==> config.mk <==
export PLATFORM = sky130hd
export DESIGN_NAME = inst_issue_unit
export DESIGN_NICKNAME = d
export VERILOG_FILES = /design/src/rtl/inst_issue_unit.sv
export SDC_FILE = /design/constraint.sdc
export NUM_CORES = 2
export LEC_CHECK = 0
export ABC_AREA = 1
export CORE_ASPECT_RATIO = 1.1
export CORE_MARGIN = 8
export CORE_UTILIZATION = 32
export CTS_CLUSTER_DIAMETER = 50
export CTS_CLUSTER_SIZE = 28
export DETAILED_ROUTE_END_ITERATION = 10
export PLACE_DENSITY = 0.54
export SLEW_MARGIN = 20
export SYNTH_ARGS = -nofsm -noshare
export SYNTH_HDL_FRONTEND = slang
export SYNTH_SLANG_ARGS = --single-unit
==> constraint.sdc <==
create_clock -name clk -period 6.3 [get_ports clk]
set_input_delay 0.945 -clock clk [delete_from_list [all_inputs] [get_ports clk]]
set_output_delay 0.945 -clock clk [all_outputs]
set_load 0.1 [all_outputs]
==> src/rtl/inst_issue_unit.sv <==
// rtl/inst_issue_unit.sv - instruction fetch/issue front end with RAW bubble insertion and drain
module inst_issue_unit #(
    parameter int ISIZE     = 32,
    parameter int AW        = 6,
    parameter int HAZ_DEPTH = 2,
    parameter int DRAIN_CYC = 2
) (
    input  logic             clk,
    input  logic             rst,
    input  logic             load_en,
    input  logic [AW-1:0]    load_addr,
    input  logic [ISIZE-1:0] load_data,
    input  logic             start,
    input  logic [AW:0]      prog_len,
    output logic [ISIZE-1:0] inst,
    output logic             inst_valid,
    output logic [AW:0]      pc,
    output logic             busy,
    output logic             done,
    output logic [15:0]      stall_cnt
);

    localparam int DW = $clog2(DRAIN_CYC + 1) + 1;

    typedef enum logic [1:0] {
        S_IDLE,
        S_RUN,
        S_DRAIN
    } state_t;

    state_t state, state_n;

    logic [ISIZE-1:0] imem [2**AW];
    logic [4:0]       hist [HAZ_DEPTH];
    logic [AW:0]      len, len_n;
    logic [DW-1:0]    drain_cnt, drain_n;

    logic [ISIZE-1:0] inst_n;
    logic             valid_n;
    logic [AW:0]      pc_n, pc_inc;
    logic [15:0]      stall_n;
    logic             done_n;
    logic [4:0]       hist_in;
    logic             clr_hist;

    logic [ISIZE-1:0] cand;
    logic             is_r;
    logic [4:0]       src_rs, src_rt, dest;
    logic             hazard;

    // imem has no reset so a program survives rst and can be re-run
    always_ff @(posedge clk) begin
        if (load_en && state == S_IDLE)
            imem[load_addr] <= load_data;
    end

    assign cand   = imem[pc[AW-1:0]];
    assign is_r   = (cand[31:26] == 6'd0);
    assign src_rs = cand[25:21];
    assign src_rt = cand[20:16];
    assign dest   = is_r ? cand[15:11] : cand[20:16];
    assign pc_inc = pc + (AW+1)'(1);
    assign busy   = (state == S_RUN) || (state == S_DRAIN);

    // I-type rt is a destination, so only R-type compares rt against history
    always_comb begin
        hazard = 1'b0;
        for (int i = 0; i < HAZ_DEPTH; i++) begin
            if (hist[i] != 5'd0 &&
                (hist[i] == src_rs || (is_r && hist[i] == src_rt)))
                hazard = 1'b1;
        end
    end

    always_comb begin
        state_n  = state;
        inst_n   = '0;
        valid_n  = 1'b0;
        pc_n     = pc;
        len_n    = len;
        stall_n  = stall_cnt;
        done_n   = 1'b0;
        drain_n  = drain_cnt;
        hist_in  = 5'd0;
        clr_hist = 1'b0;
        case (state)
            S_IDLE: begin
                if (start) begin
                    len_n    = prog_len;
                    pc_n     = '0;
                    stall_n  = '0;
                    drain_n  = '0;
                    clr_hist = 1'b1;
                    state_n  = (prog_len == '0) ? S_DRAIN : S_RUN;
                end
            end
            S_RUN: begin
                if (hazard) begin
                    if (stall_cnt != 16'hFFFF)
                        stall_n = stall_cnt + 16'd1;
                end else begin
                    inst_n  = cand;
                    valid_n = 1'b1;
                    pc_n    = pc_inc;
                    hist_in = dest;
                    if (pc_inc == len) begin
                        state_n = S_DRAIN;
                        drain_n = '0;
                    end
                end
            end
            S_DRAIN: begin
                // DRAIN_CYC NOP edges, then the edge that raises done
                if (drain_cnt == DW'(DRAIN_CYC)) begin
                    done_n  = 1'b1;
                    state_n = S_IDLE;
                end else begin
                    drain_n = drain_cnt + DW'(1);
                end
            end
            default: state_n = S_IDLE;
        endcase
    end

    always_ff @(posedge clk or posedge rst) begin
        if (rst) begin
            state      <= S_IDLE;
            inst       <= '0;
            inst_valid <= 1'b0;
            pc         <= '0;
            len        <= '0;
            stall_cnt  <= '0;
            done       <= 1'b0;
            drain_cnt  <= '0;
        end else begin
            state      <= state_n;
            inst       <= inst_n;
            inst_valid <= valid_n;
            pc         <= pc_n;
            len        <= len_n;
            stall_cnt  <= stall_n;
            done       <= done_n;
            drain_cnt  <= drain_n;
        end
    end

    always_ff @(posedge clk or posedge rst) begin
        if (rst) begin
            for (int i = 0; i < HAZ_DEPTH; i++)
                hist[i] <= 5'd0;
        end else if (clr_hist) begin
            for (int i = 0; i < HAZ_DEPTH; i++)
                hist[i] <= 5'd0;
        end else begin
            for (int i = HAZ_DEPTH - 1; i > 0; i--)
                hist[i] <= hist[i-1];
            hist[0] <= hist_in;
        end
    end

endmodule

# --- Word-level counts from Yosys, hierarchy flattened ---
# Memories as Yosys holds them, arrays and structs flattened.
# Index checks and enable logic that the tools add are counted.
word_totals:
  ff_bits: 79
  ramBits: 2048
  in_bits: 49
  output_inout_bits: 58
  elab_cells: 84
  n_memories: 1
op_classes:
  n_addsub: 3
  eq_ne: 16
  muxes: 34
  n_reduce_logical: 20
memory_table:
  columns: ["memory", "depth", "width", "read_ports", "rd_clocked_by_memory_dff", "wr", "line_no", "text"]
  rows:
  - ["imem", 64, 32, 1, 0, 1, "33", "logic [ISIZE-1:0] imem [2**AW];"]
ops:
  columns: ["operator", "count"]
  rows:
  - ["$mux 32", 2]
  - ["$mux 16", 3]
  - ["$pmux 16 s2", 1]
  - ["$eq 5x5->1", 4]
  - ["$add 16x1->16 const B", 1]
  - ["$ne 16x16->1 const B", 1]
  - ["$mux 5", 3]
  - ["$mux 7", 2]
  - ["$pmux 7 s2", 1]
  - ["$mux 3", 4]
  - ["$mux 1", 10]
  - ["$mux 10", 1]
  - ["$mux 2", 5]
  - ["$reduce_bool 5->1", 2]
  - ["$pmux 3 s3", 1]
  - ["$ne 2x2->1 const B", 4]
  - ["$reduce_and 4->1", 2]
  - ["$add 7x1->7 const B", 1]
  - ["$eq 7x7->1", 1]
  - ["$logic_not 7->1", 1]
  - ["$logic_not 6->1", 1]
  - ["$ne 2x1->1 const B", 3]
  - ["$pmux 2 s3", 1]
  - ["$logic_and 1x1->1", 5]
  - ["11 further kinds", 13]

# --- Longest topological paths before layout ---
# An unclocked memory read counts as a cell.
logic_depth:
  word_depth: 10
  depth_mapped: 25
  ltp_nobuf: 22

# --- Least setup slack after synthesis ---
# No wires, ideal clock.
synth_path:
  path_kind: "input to register"
  from: "input port load_en"
  to: "memory imem[0][0] (enable)"
  setup_ns: 0.421
  t_arrival_ns: 2.789
  required_time_ns: 5.879
  path_slack_ns: 3.090
  stages: 4
  path_buffers: 0
  cell_sequence: "nand2_1 inv_1 nand4_1 nor2_1"
synth_via:
  elab_chain_len: 3
synth_rtl:
  columns: ["element", "line_no", "text"]
  rows:
  - ["start: declaration", "10", "input logic load_en,"]
  - ["$logic_and 1x1->1", "53", "if (load_en && state == S_IDLE)"]
  - ["$mux 1", "53", null]
  - ["$mux 1 (implied by the code)", "54", "imem[load_addr] <= load_data;"]
  - ["end: declaration", "33", null]
# Every way passes these cells.

# --- Worst setup path in the final report ---
layout_path:
  from: "register pc[0]"
  to: "output port pc[0]"
layout_rtl:
  columns: ["element", "line_no", "text"]
  rows:
  - ["start: declaration", "17", "output logic [AW:0] pc,"]
  - ["start signal: assignment", "139", "pc <= pc_n;"]
# No word-level cell between the ends.

==> flow_metrics.tcl <==
set metrics [dict create \
    crit_path_end_kind "primary output" \
    cts_tree "built" \
    peakVddDrop_uv 347 \
    leakage_uw 0.0331 \
    comb_power_share 0.242 \
    synth-edff-count 2048 \
    hold_class "in2async" \
    start_util 0.322 \
    post_cts_buffers 0 \
    grt_antenna_before_repair 12 \
    io_pins 107 \
    ys_seq_elements 2127 \
    slew_headroom 0.241 \
    power_density_nw_per_um2 397 \
    num_vias 55698 \
    startpoint_type "flip-flop" \
    rsz0062_at_grt "no" \
    yosysWarnings 0 \
    crit_required_ns 5.35 \
    clk_path_buf_depth 3 \
    gp_congestion 0.822 \
    grt_overflow 0 \
    synth_cell_type_count 47 \
    worstPathMaxFanout 93 \
    drc_errors 0 \
    cts.sinks 2127 \
    dp_slack_ns 1.73 \
    routed_wl_mm 261 \
    final_nets 6800 \
    internal_power_uw 25700 \
    p_seq_frac 0.411 \
    area_delta_synth_final_pct 15.2 \
    layout_setup_ws_ns 1.76 \
    netSwitchingPower_uw 13300 \
    grt_usage 0.178 \
    status "complete, no violations" \
    dpl.cell_count 10030 \
    drv_slew 0 \
    hold_slack_ns 0.482 \
    sw_frac_of_total 0.342 \
    first_iter_violations 5774 \
    fin_crit_ns 4.54 \
    die_h_um 557 \
    avgSynthCellArea_um2 12.7 \
    cts-root-buf "clkbuf_16" \
    first_global_vias 53541 \
    dp_hpwl_mm 138 \
    crit_slowest_cell "clkdlybuf4s50_1" \
    cts_resized 0 \
    drive_above_1_share 0.102 \
    cpPeakStageDelay_ns 1.31 \
    clock.fmax_ghz 0.220 \
    final-setup-viol-count 0 \
    fillers 25169 \
    h-tree-depth 4 \
    cts_buffers 212 \
    insertion_delay_ns 0.86 \
    hold_buffers 0 \
    wl_per_cell_um 25.0 \
    min_period_over_period 0.721 \
    clkTransAtPathRegs_ns 0.07 \
    first_pass_iters 5 \
    power_uw 39000 \
    numPortBuffers 106 \
    hold_viol 0 \
    clkPwrFrac 0.347 \
    yosys_most_used_dff "edfxtp_1" \
    die_area_um2 283000 \
    rows 198 \
    final_common_cell "edfxtp_1" \
    ys_seq_area_frac 0.745 \
    fin_tns_setup_ns 0 \
    worst_pin_slew_ns 1.14 \
    r2r_setup_slack_ns 1.76 \
    final_cell_mix "edfxtp_1, nand2_1, nand3_1, a21oi_1, clkbuf_16" \
    drv.max_cap_violation_count 0 \
    syn_area_um2 85200 \
    reg2regPathDepth 18 \
    viasPerCell 5.34 \
    crit_type "reg2out" \
    grt_start_max_net_pins 217 \
    skew_ns 0.0495 \
    syn-num-nets 6750 \
    async_reset_ff_frac 0.0371 \
    grt_pass1_wl_mm 377 \
    fp.dieW_um 508 \
    cp.arrival_ns 3.60 \
    synthCells 6694 \
    ant_nets 0 \
    layout.cells.non_filler 10437 \
    core_um2 265000 \
    worstPathCellList "buf_4 > clkdlybuf4s50_1" \
]
## layer usage
| metal | vias to the layer above | track usage | wire [µm] |
|---|---|---|---|
| met4 | 4 | 0.0589 | 8650 |
| met5 | - | 0 | 27 |
| li1 | 24672 | - | - |
| met2 | 2138 | 0.292 | 124000 |
| met1 | 28481 | 0.242 | 110000 |
| met3 | 403 | 0.0262 | 17800 |
## per-stage QoR
step	cell area [µm²]	util
6_report	98100	0.371
5_1_grt	98100	0.371
4_1_cts	98100	0.371
3_5_place_dp	90500	0.342
3_3_place_gp	90500	0.342
2_1_floorplan	85200	-
## power groups by stage
| stage | sequential, µW | clock, µW | combinational, µW |
|---|---|---|---|
| floorplan | 16900 | 0 | 5970 |
| global placement | 16300 | 0 | 9300 |
| detailed placement | 16300 | 0 | 9380 |
| CTS | 16000 | 13800 | 9420 |
| global route | 16000 | 14300 | 10300 |
| finish | 16000 | 13500 | 9430 |
## layout make-up
type | instances | area, µm² | area share
Antenna cell | 5 | 12.5 | 0.000128
Clock buffer | 229 | 5400 | 0.0550
Clock inverter | 173 | 2200 | 0.0224
Inverter | 51 | 230 | 0.00235
Multi-Input combinational cell | 4058 | 19700 | 0.200
Sequential cell | 2127 | 63500 | 0.647
Tap cell | 3500 | 4380 | 0.0446
Timing Repair Buffer | 294 | 2750 | 0.0280
## critical path: cells and delay by family (launching register included)
kind	cells	cell delay [ns]
flip-flops	1	0.56
buffers and inverters	2	2.13
## kinds of logic (layout without fill, tap and decap cells)
group,Yosys count,after routing,share of synthesized area
simple gates,3250,3250,0.161
flops,2127,2127,0.745
xor+xnor,10,10,0.00103
compound gates,786,786,0.0612
other cells,0,5,0
fa+ha+maj,7,7,0.00103
buf+inv,509,747,0.0299
mux,5,5,0.000661
## synth_stat cells, types with 72 or more instances
library cell | n | share of area
clkbuf_1 | 115 | 0.0051
a21oi_1 | 397 | 0.023
o21ai_0 | 72 | 0.0042
edfxtp_1 | 2048 | 0.72
dfrtp_1 | 79 | 0.023
a32o_1 | 84 | 0.0099
a221oi_1 | 86 | 0.0088
nor2_1 | 137 | 0.0060
buf_2 | 238 | 0.014
nand2_1 | 1955 | 0.086
nand3_1 | 1116 | 0.066
## state kept, by name (all words and copies together), names as in the netlist
| name | flops |
|---|---|
| imem | 2048 |
| inst | 32 |
| stall_cnt | 16 |
| hist | 10 |
| len | 7 |
| pc | 7 |
| drain_cnt | 3 |
| state | 2 |
| done | 1 |
| inst_valid | 1 |
## final timing paths
| kind | from | to |
|---|---|---|
| worst max-delay path | pc[0] | pc[0] |
| worst min-delay path | rst | stall_cnt[1] |
| worst max register to register | pc[1] | inst[6] |
| worst min register to register | len[0] | len[0] |
| max in group asynchronous | rst | inst[27] |
| min in group clk | len[0] | len[0] |
No activity file was read; power rests on OpenSTA's default activity.
